### src/rtl/keypad_matrix_scanner.sv
// keypad_matrix_scanner: 4x4 keypad row scan, debounce and key decode with one-cycle valid strobe.
// Define KEYPAD_AUTOREPEAT_EN to add auto-repeat strobes while a key stays held.
module keypad_matrix_scanner #(
  parameter int CLK_FREQ_HZ     = 50000000,
  parameter int SCAN_HZ         = 1000,
  parameter int DEBOUNCE_MS     = 20,
  parameter int REPEAT_DELAY_MS = 500,
  parameter int REPEAT_RATE_MS  = 200
) (
  input  logic       clk,
  input  logic       rst,
  input  logic [3:0] matricial_col,
  output logic [3:0] matricial_lin,
  output logic [3:0] key_code,
  output logic       key_valid
);
  localparam int TICK_DIV  = CLK_FREQ_HZ / SCAN_HZ;
  localparam int DB_TICKS  = DEBOUNCE_MS * SCAN_HZ / 1000;
  localparam int REP_DELAY = REPEAT_DELAY_MS * SCAN_HZ / 1000;
  localparam int REP_RATE  = REPEAT_RATE_MS * SCAN_HZ / 1000;
  localparam int DW = $clog2(TICK_DIV);
  localparam int CW = $clog2(DB_TICKS + 1);
  // indexed by {row, col}; * -> E, # -> F
  localparam logic [15:0][3:0] KEYMAP = {4'hD, 4'hF, 4'h0, 4'hE, 4'hC, 4'h9, 4'h8, 4'h7,
                                         4'hB, 4'h6, 4'h5, 4'h4, 4'hA, 4'h3, 4'h2, 4'h1};
  if (TICK_DIV < 2 || DB_TICKS < 1 || REP_DELAY < 1 || REP_RATE < 1) begin : g_bad_cfg
    $error("keypad_matrix_scanner: invalid timing parameters");
  end
  typedef enum logic [1:0] {SCAN, DEBOUNCE, HOLD, RELEASE} state_t;
  state_t state, state_nx;
  logic [DW-1:0] div;
  logic [3:0] col_m, col_s, code_nx;
  logic [1:0] row, row_nx, kcol, kcol_nx, hit_col;
  logic [CW-1:0] cnt, cnt_nx;
  logic tick, hit, idle, same, valid_nx, rep;
  assign tick = div == DW'(TICK_DIV - 1);
  assign idle = &col_s;
  assign hit = col_s == 4'b1110 || col_s == 4'b1101 || col_s == 4'b1011 || col_s == 4'b0111;
  assign hit_col = !col_s[0] ? 2'd0 : !col_s[1] ? 2'd1 : !col_s[2] ? 2'd2 : 2'd3;
  assign same = hit && hit_col == kcol;
  assign matricial_lin = ~(4'b0001 << row);
  always_comb begin
    state_nx = state;
    row_nx = row;
    kcol_nx = kcol;
    cnt_nx = cnt;
    code_nx = key_code;
    valid_nx = 1'b0;
    if (tick)
      case (state)
        SCAN:
          if (hit) begin
            state_nx = DEBOUNCE;
            kcol_nx = hit_col;
            cnt_nx = CW'(DB_TICKS);
          end else
            row_nx = row + 2'd1;
        DEBOUNCE:
          if (!same) begin
            state_nx = SCAN;
            row_nx = row + 2'd1;
          end else if (cnt == CW'(1)) begin
            state_nx = HOLD;
            code_nx = KEYMAP[{row, kcol}];
            valid_nx = 1'b1;
          end else
            cnt_nx = cnt - 1'b1;
        HOLD:
          if (idle) begin
            state_nx = RELEASE;
            cnt_nx = CW'(DB_TICKS);
          end
        RELEASE:
          if (!idle)
            state_nx = HOLD;
          else if (cnt == CW'(1)) begin
            state_nx = SCAN;
            row_nx = row + 2'd1;
          end else
            cnt_nx = cnt - 1'b1;
      endcase
  end
  always_ff @(posedge clk or negedge rst)
    if (!rst) begin
      col_m <= 4'hF;
      col_s <= 4'hF;
      div <= '0;
      state <= SCAN;
      row <= 2'd0;
      kcol <= 2'd0;
      cnt <= '0;
      key_code <= 4'h0;
      key_valid <= 1'b0;
    end else begin
      col_m <= matricial_col;
      col_s <= col_m;
      div <= tick ? '0 : div + 1'b1;
      state <= state_nx;
      row <= row_nx;
      kcol <= kcol_nx;
      cnt <= cnt_nx;
      key_code <= code_nx;
      key_valid <= valid_nx | rep;
    end
`ifdef KEYPAD_AUTOREPEAT_EN
  localparam int RW = $clog2((REP_DELAY > REP_RATE ? REP_DELAY : REP_RATE) + 1);
  logic [RW-1:0] rcnt;
  logic held;
  assign held = tick && state == HOLD && !idle;
  assign rep = held && rcnt == RW'(1);
  // every entry into HOLD restarts the first-repeat delay
  always_ff @(posedge clk or negedge rst)
    if (!rst)
      rcnt <= '0;
    else
      rcnt <= (state_nx == HOLD && state != HOLD) ? RW'(REP_DELAY) :
              !held ? rcnt : rep ? RW'(REP_RATE) : rcnt - 1'b1;
`else
  assign rep = 1'b0;
`endif
endmodule

### config.mk
export PLATFORM = sky130hd
export DESIGN_NAME = keypad_matrix_scanner
export DESIGN_NICKNAME = d
export VERILOG_FILES = /design/src/rtl/keypad_matrix_scanner.sv
export SDC_FILE = /design/constraint.sdc
export NUM_CORES = 1
export LEC_CHECK = 0
export CORE_MARGIN = 2
export CORE_UTILIZATION = 45
export CTS_CLUSTER_SIZE = 14
export DETAILED_ROUTE_END_ITERATION = 16
export DONT_BUFFER_PORTS = 1
export PLACE_DENSITY_LB_ADDON = 0.12
export RECOVER_POWER = 100
export SLEW_MARGIN = 20
export SYNTH_ARGS = -nofsm -noshare
export SYNTH_HDL_FRONTEND = slang
export SYNTH_SLANG_ARGS = --single-unit
### constraint.sdc
create_clock -name clk -period 2.5 [get_ports clk]
set_input_delay 0.5 -clock clk [delete_from_list [all_inputs] [get_ports clk]]
set_output_delay 0.5 -clock clk [all_outputs]
set_load 0.005 [all_outputs]
==> flow_summary.toml, run 1 <==
[status]
status = "finished, violations left"
violations = "max-capacitance violations, max-slew violations"

[grt]
grt_antenna_before_repair = 0
grt_usage_pct = 16.1
grt_pass1_vias = 1464
grt_pass1_wl_um = 6580
grt_overflow = 0
grt_max_degree = 33

[critical_path]
worstPathCellList = "or4bb_1 -> nor4_4 -> o311ai_4 -> or4b_1 -> o311ai_2"
critPathCaptureType = "flop"
cp_data_arrival_time_ns = 2.57
rr_endpoint = "cnt[3]"
r2r-start = "div[7]"
slowest_stage = "or4bb_1"
cp_data_required_time_ns = 2.69
slowest_delay_ns = 0.54
critical_path_class = "flop to flop"
reg2reg_depth = 5
cp-start-kind = "flop"
crit_buf_inv = 0
r2r_slack_ns = 0.12
crit_family = "simple AND/OR/NAND/NOR gates"
critPathMaxFanout = 10

[floorplanning]
core-area_sq_um = 4440
io-pin-count = 15
die_area_sq_um = 5290
rows = 24
die_h_um = 72.7
fp.dieW_um = 72.7
start_util_pct = 47.8

[layout]
final_nets = 227
final_area_sq_um = 2340
multi_input_area_sq_um = 1030
final_common_cell = "dfrtp_1"
regArea_sq_um = 1010
drive_gt1_share_pct = 14.8
mostFrequentLayoutCells = "dfrtp_1 (32), inv_1 (16), nand2_1 (15), o21ai_0 (14), nor2_1 (14)"
antenna_cells = 0
synthToLayoutAreaGrowth_pct = 10.2
fill_cells = 399

[synthesis]
syn_avg_cell_area_sq_um = 10.5
synth_cell_type_count = 43
synth-main-ff-cell = "dfrtp_1"
async_reset_ff_share_pct = 100
synth_nets = 220
synth_edf_count = 0
synth_warnings = 0
synth_seq_cells = 40
synth-seq-area-share_pct = 47.6
syn_area_sq_um = 2120
synthCells = 202

[placed_design]
portBuffers = 0
hpwl_um = 2640
placed_cell_area_sq_um = 2200
gp_congestion = 0.823
pre_cts_ws_ns = 0.101

[timing]
setup_ws_ns = 0.123
tns_ns = 0
timing.hold.ws_ns = 0.0580
fmax_mhz = 421
hold_viol = 0
slew_violations = 33
skew_ns = 0.00910
period_minus_slack_ns = 2.38
rsz0062_at_grt = "no"
setup_viol = 0
fin_crit_sh_pct = 95.1
relSlewSlack_pct = -16.5
tightest_slew_ns = 1.75

[clock_tree]
cts_buffer_depth = 2
cts_buffers = 5
cts.sinks = 40
tritoncts = "yes"
cts.repair.resized = 0
htreeDepth = 2
cts-root-buf = "clkbuf_8"
clk_latency_ns = 0.29
clk_pin_slew_ns = 0.08

[min_path]
holdCritPathClass = "primary input to asynchronous set/reset pin"

[drt]
route.detailed.drc = 0
wirelength_um = 3830
num_vias = 1468
ant_nets = 0
viasPerCell = 5.60
drt-initial-drc-count = 67
post_drt_wl_per_cell_um = 14.6
first_pass_iters = 4

[run]
drv_cap = 1

[pwr]
ir_drop_mv = 0.387
power_density_nw_per_um2 = 557
p_leak_nw = 1.00
## logic make-up after synthesis
family          synth area share, %
fa+ha+maj                      7.07
flops                          47.6
compound gates                 11.4
simple gates                   19.6
xor+xnor                       6.18
buf+inv                        4.06
mux                            4.12
## power breakdown
group	total, mW	internal (mW)	switching, mW
Clock	0.614	0.399	0.215
Combinational	0.0236	0.00675	0.0168
Sequential	0.666	0.658	0.00719
Total	1.30	1.06	0.239
## worst max-delay path by stage
stage | startpoint | end | slack (ns) | depth (start not counted)
floorplan | div[12] | cnt[3] | 0.15 | 5
global placement | div[12] | cnt[3] | 0.16 | 5
detailed placement | div[12] | cnt[3] | 0.10 | 5
CTS | div[12] | cnt[3] | 0.09 | 5
global route | div[13] | key_code[2] | 0.02 | 7
finish | div[7] | cnt[3] | 0.12 | 5
## sequential cells by signal, summed over array words and instances, names as in the netlist
register / flops
state: 2
kcol: 2
cnt: 5
div: 16
col_s: 4
col_m: 4
row: 2
key_valid: 1
key_code: 4
## routing by layer
metal	global-route usage, %	routed length, um	part of all wire [%]
met1	22.4	1950	51
met2	24.3	1740	45
met3	4.42	117	3.1
met4	5.56	26	0.68
met5	0	0	0
## synth_stat cells (all sizes together) (2+ instances only)
cell type,instances,area (sq um)
ha,12,150
nand4b,2,17.5
clkbuf,7,26.3
or3,2,12.5
o21ai,14,70.1
xnor2,8,70.1
nand4,5,31.3
or3b,2,17.5
inv,16,60.1
nor2b,2,12.5
nand2,15,56.3
mux2i,2,20.0
dfstp,8,210
nand3b,3,22.5
nand3,9,45.0
xor2,7,61.3
mux2,6,67.6
nor3,2,10.0
or4b,4,43.8
o211ai,4,30.0
dfrtp,32,801
nor2,14,52.6
and4,2,17.5
a211oi,2,15.0
o31ai,3,22.5
nor4,2,27.5
nand2b,2,12.5
a21oi,5,25.0
o311ai,2,42.6
## layout make-up
type | count | area share (%)
timing repair buffer | 7 | 1.92
clock buffer | 6 | 3.10
clock inverter | 2 | 2.57
inverter | 16 | 2.57
tap | 52 | 2.78
sequential | 40 | 43.2
multi-input combinational | 139 | 43.9
## stage by stage
step	cells	util [%]	power (mW)
after CTS	261	53.0	1.32
after floorplan	202	-	0.687
after global routing	262	52.7	1.35
after detailed placement	252	49.5	0.692
final	262	52.7	1.30
after global placement	252	49.5	0.690
## repair_timing
item / in CTS / in global routing
buffers inserted: 0 / 1
hold buffers: 1 / 0
endpoints found under the hold margin: 32 / 0
endpoints found under the setup margin: 0 / 1
Note: power is estimated with default switching activity, not from simulation.
==> inputs of run 2 (changes only) <==
CORE_UTILIZATION = 40   (was 45)
CTS_BUF_LIST = sky130_fd_sc_hd__clkbuf_16   (was unset)
clock period = 2.8 ns   (was 2.5 ns; I/O delays follow)
==> run 2 against run 1 <==
The run still ends with max-capacitance violations, max-slew violations left. Flip-flop and latch count is the same. Sequential power decreased by 11%. Clock skew down 0.0027 ns.
==> flow_summary.toml, run 2 (same netlist as run 1, synthesis figures left out) <==
[placed_design]
portBuffers = 0
hpwl_um = 2890
gp_congestion = 0.719

[status]
violations = "max-capacitance violations, max-slew violations"
status = "finished, violations left"

[timing]
fin_crit_sh_pct = 92.6
rsz0062_at_grt = "no"
slew_violations = 33
skew_ns = 0.00640
fmax_mhz = 386
tns_ns = 0
tightest_slew_ns = 1.77
period_minus_slack_ns = 2.59
relSlewSlack_pct = -18.0
hold_viol = 0
setup_viol = 0

[critical_path]
crit_buf_inv = 0
r2r-start = "div[12]"
rr_endpoint = "key_code[1]"
critPathCaptureType = "flop"
critPathMaxFanout = 7
path_depth = 5
critical_path_class = "flop to flop"
cp_data_required_time_ns = 2.96
reg2reg_depth = 5
cp_data_arrival_time_ns = 2.75
r2r_slack_ns = 0.21
cp-start-kind = "flop"
crit_family = "simple AND/OR/NAND/NOR gates"
slowest_stage = "or4b_1"
worstPathCellList = "or4b_1 -> nor4_4 -> o2111ai_1 -> nor2_1 -> mux2_2"
slowest_delay_ns = 0.58

[pwr]
power_mw = 1.17
ir_drop_mv = 0.331
p_leak_nw = 0.976
power_density_nw_per_um2 = 499

[grt]
grt_usage_pct = 14.9
grt_antenna_before_repair = 0
grt_pass1_vias = 1557
grt_overflow = 0
grt_max_degree = 33
grt_pass1_wl_um = 7200

[floorplanning]
core-area_sq_um = 5110
rows = 26
die_h_um = 76.9
fp.dieW_um = 76.9
die_area_sq_um = 5910
io-pin-count = 15
start_util_pct = 41.6

[layout]
synthToLayoutAreaGrowth_pct = 10.0
largest_reg_flops = 16
drive_gt1_share_pct = 12.1
antenna_cells = 0
final_common_cell = "dfrtp_1"
reg_top3 = "div (16), cnt (5)"
mostFrequentLayoutCells = "dfrtp_1 (32), inv_1 (16), nand2_1 (15), o21ai_0 (14), nor2_1 (14)"
final_util_pct = 45.8
final_nets = 224
top_register = "div"

[drt]
route.detailed.drc = 0
first_pass_iters = 4
viasPerCell = 5.39
ant_nets = 0
num_vias = 1492
wirelength_um = 4170
drt-initial-drc-count = 56
post_drt_wl_per_cell_um = 15.1

[clock_tree]
cts-root-buf = "clkbuf_16"
cts_buffer_depth = 2
htreeDepth = 2
tritoncts = "yes"
cts.sinks = 40
clk_pin_slew_ns = 0.06
cts_buffers = 5
cts.repair.resized = 0
clk_latency_ns = 0.28

[run]
drv_cap = 1

[min_path]
holdCritPathClass = "primary input to asynchronous set/reset pin"
run 2: cell types whose count changed in the layout (fill, tap and decap cells not counted), moves of 2 or more:
cell and delta:
clkbuf_16 +5, clkinvlp_4 +2, buf_4 -4, bufinv_16 -2, clkbuf_8 -5
run 2: per-stage QoR:
step	cell area (sq um)	setup WS (ns)	hold slack, ns	instances
3_3_place_gp	2210	0.341	0.266	268
2_1_floorplan	2120	0.451	0.264	202
5_1_grt	2340	0.0493	0.107	277
4_1_cts	2370	0.244	0.108	277
3_5_place_dp	2210	0.263	0.266	268
6_report	2340	0.206	0.127	277
run 2: where the power goes:
group	total [mW]	switching (mW)	internal (mW)
Clock	0.551	0.224	0.326
Sequential	0.595	0.00665	0.589
Combinational	0.0203	0.0147	0.00560
Total	1.17	0.246	0.921
run 2: what timing repair did:
| action | 4_1_cts | 5_1_grt |
|---|---|---|
| setup buffers | 0 | 0 |
| setup endpoints to repair | 0 | 0 |
| hold buffers | 1 | 0 |
| hold endpoints to repair | 32 | 0 |
run 2: layout make-up:
class	count	area, sq um
multi-input cells	139	1020
clock inverters	3	18.8
clock buffers	5	125
repair buffers	4	18.8
flip-flops and latches	40	1010
inverters	16	60.1
well taps	70	87.6
fillers	510	2770
run 2: worst max path at each step:
stage / start / endpoint / slack, ns
finish: div[12] / key_code[1] / 0.21
global route: div[12] / key_code[2] / 0.05
CTS: div[12] / key_code[1] / 0.24
detailed placement: div[12] / key_code[1] / 0.26
global placement: div[12] / key_code[0] / 0.34
floorplan: div[12] / cnt[3] / 0.45
run 2: layer usage:
metal / GRT usage, % / share of wire, % / vias to the layer above
met5: 0 / 0 / -
li1: - / - / 717
met1: 20.0 / 49 / 748
met2: 23.7 / 47 / 25
met3: 2.94 / 3.2 / 2
met4: 5.82 / 0.58 / 0
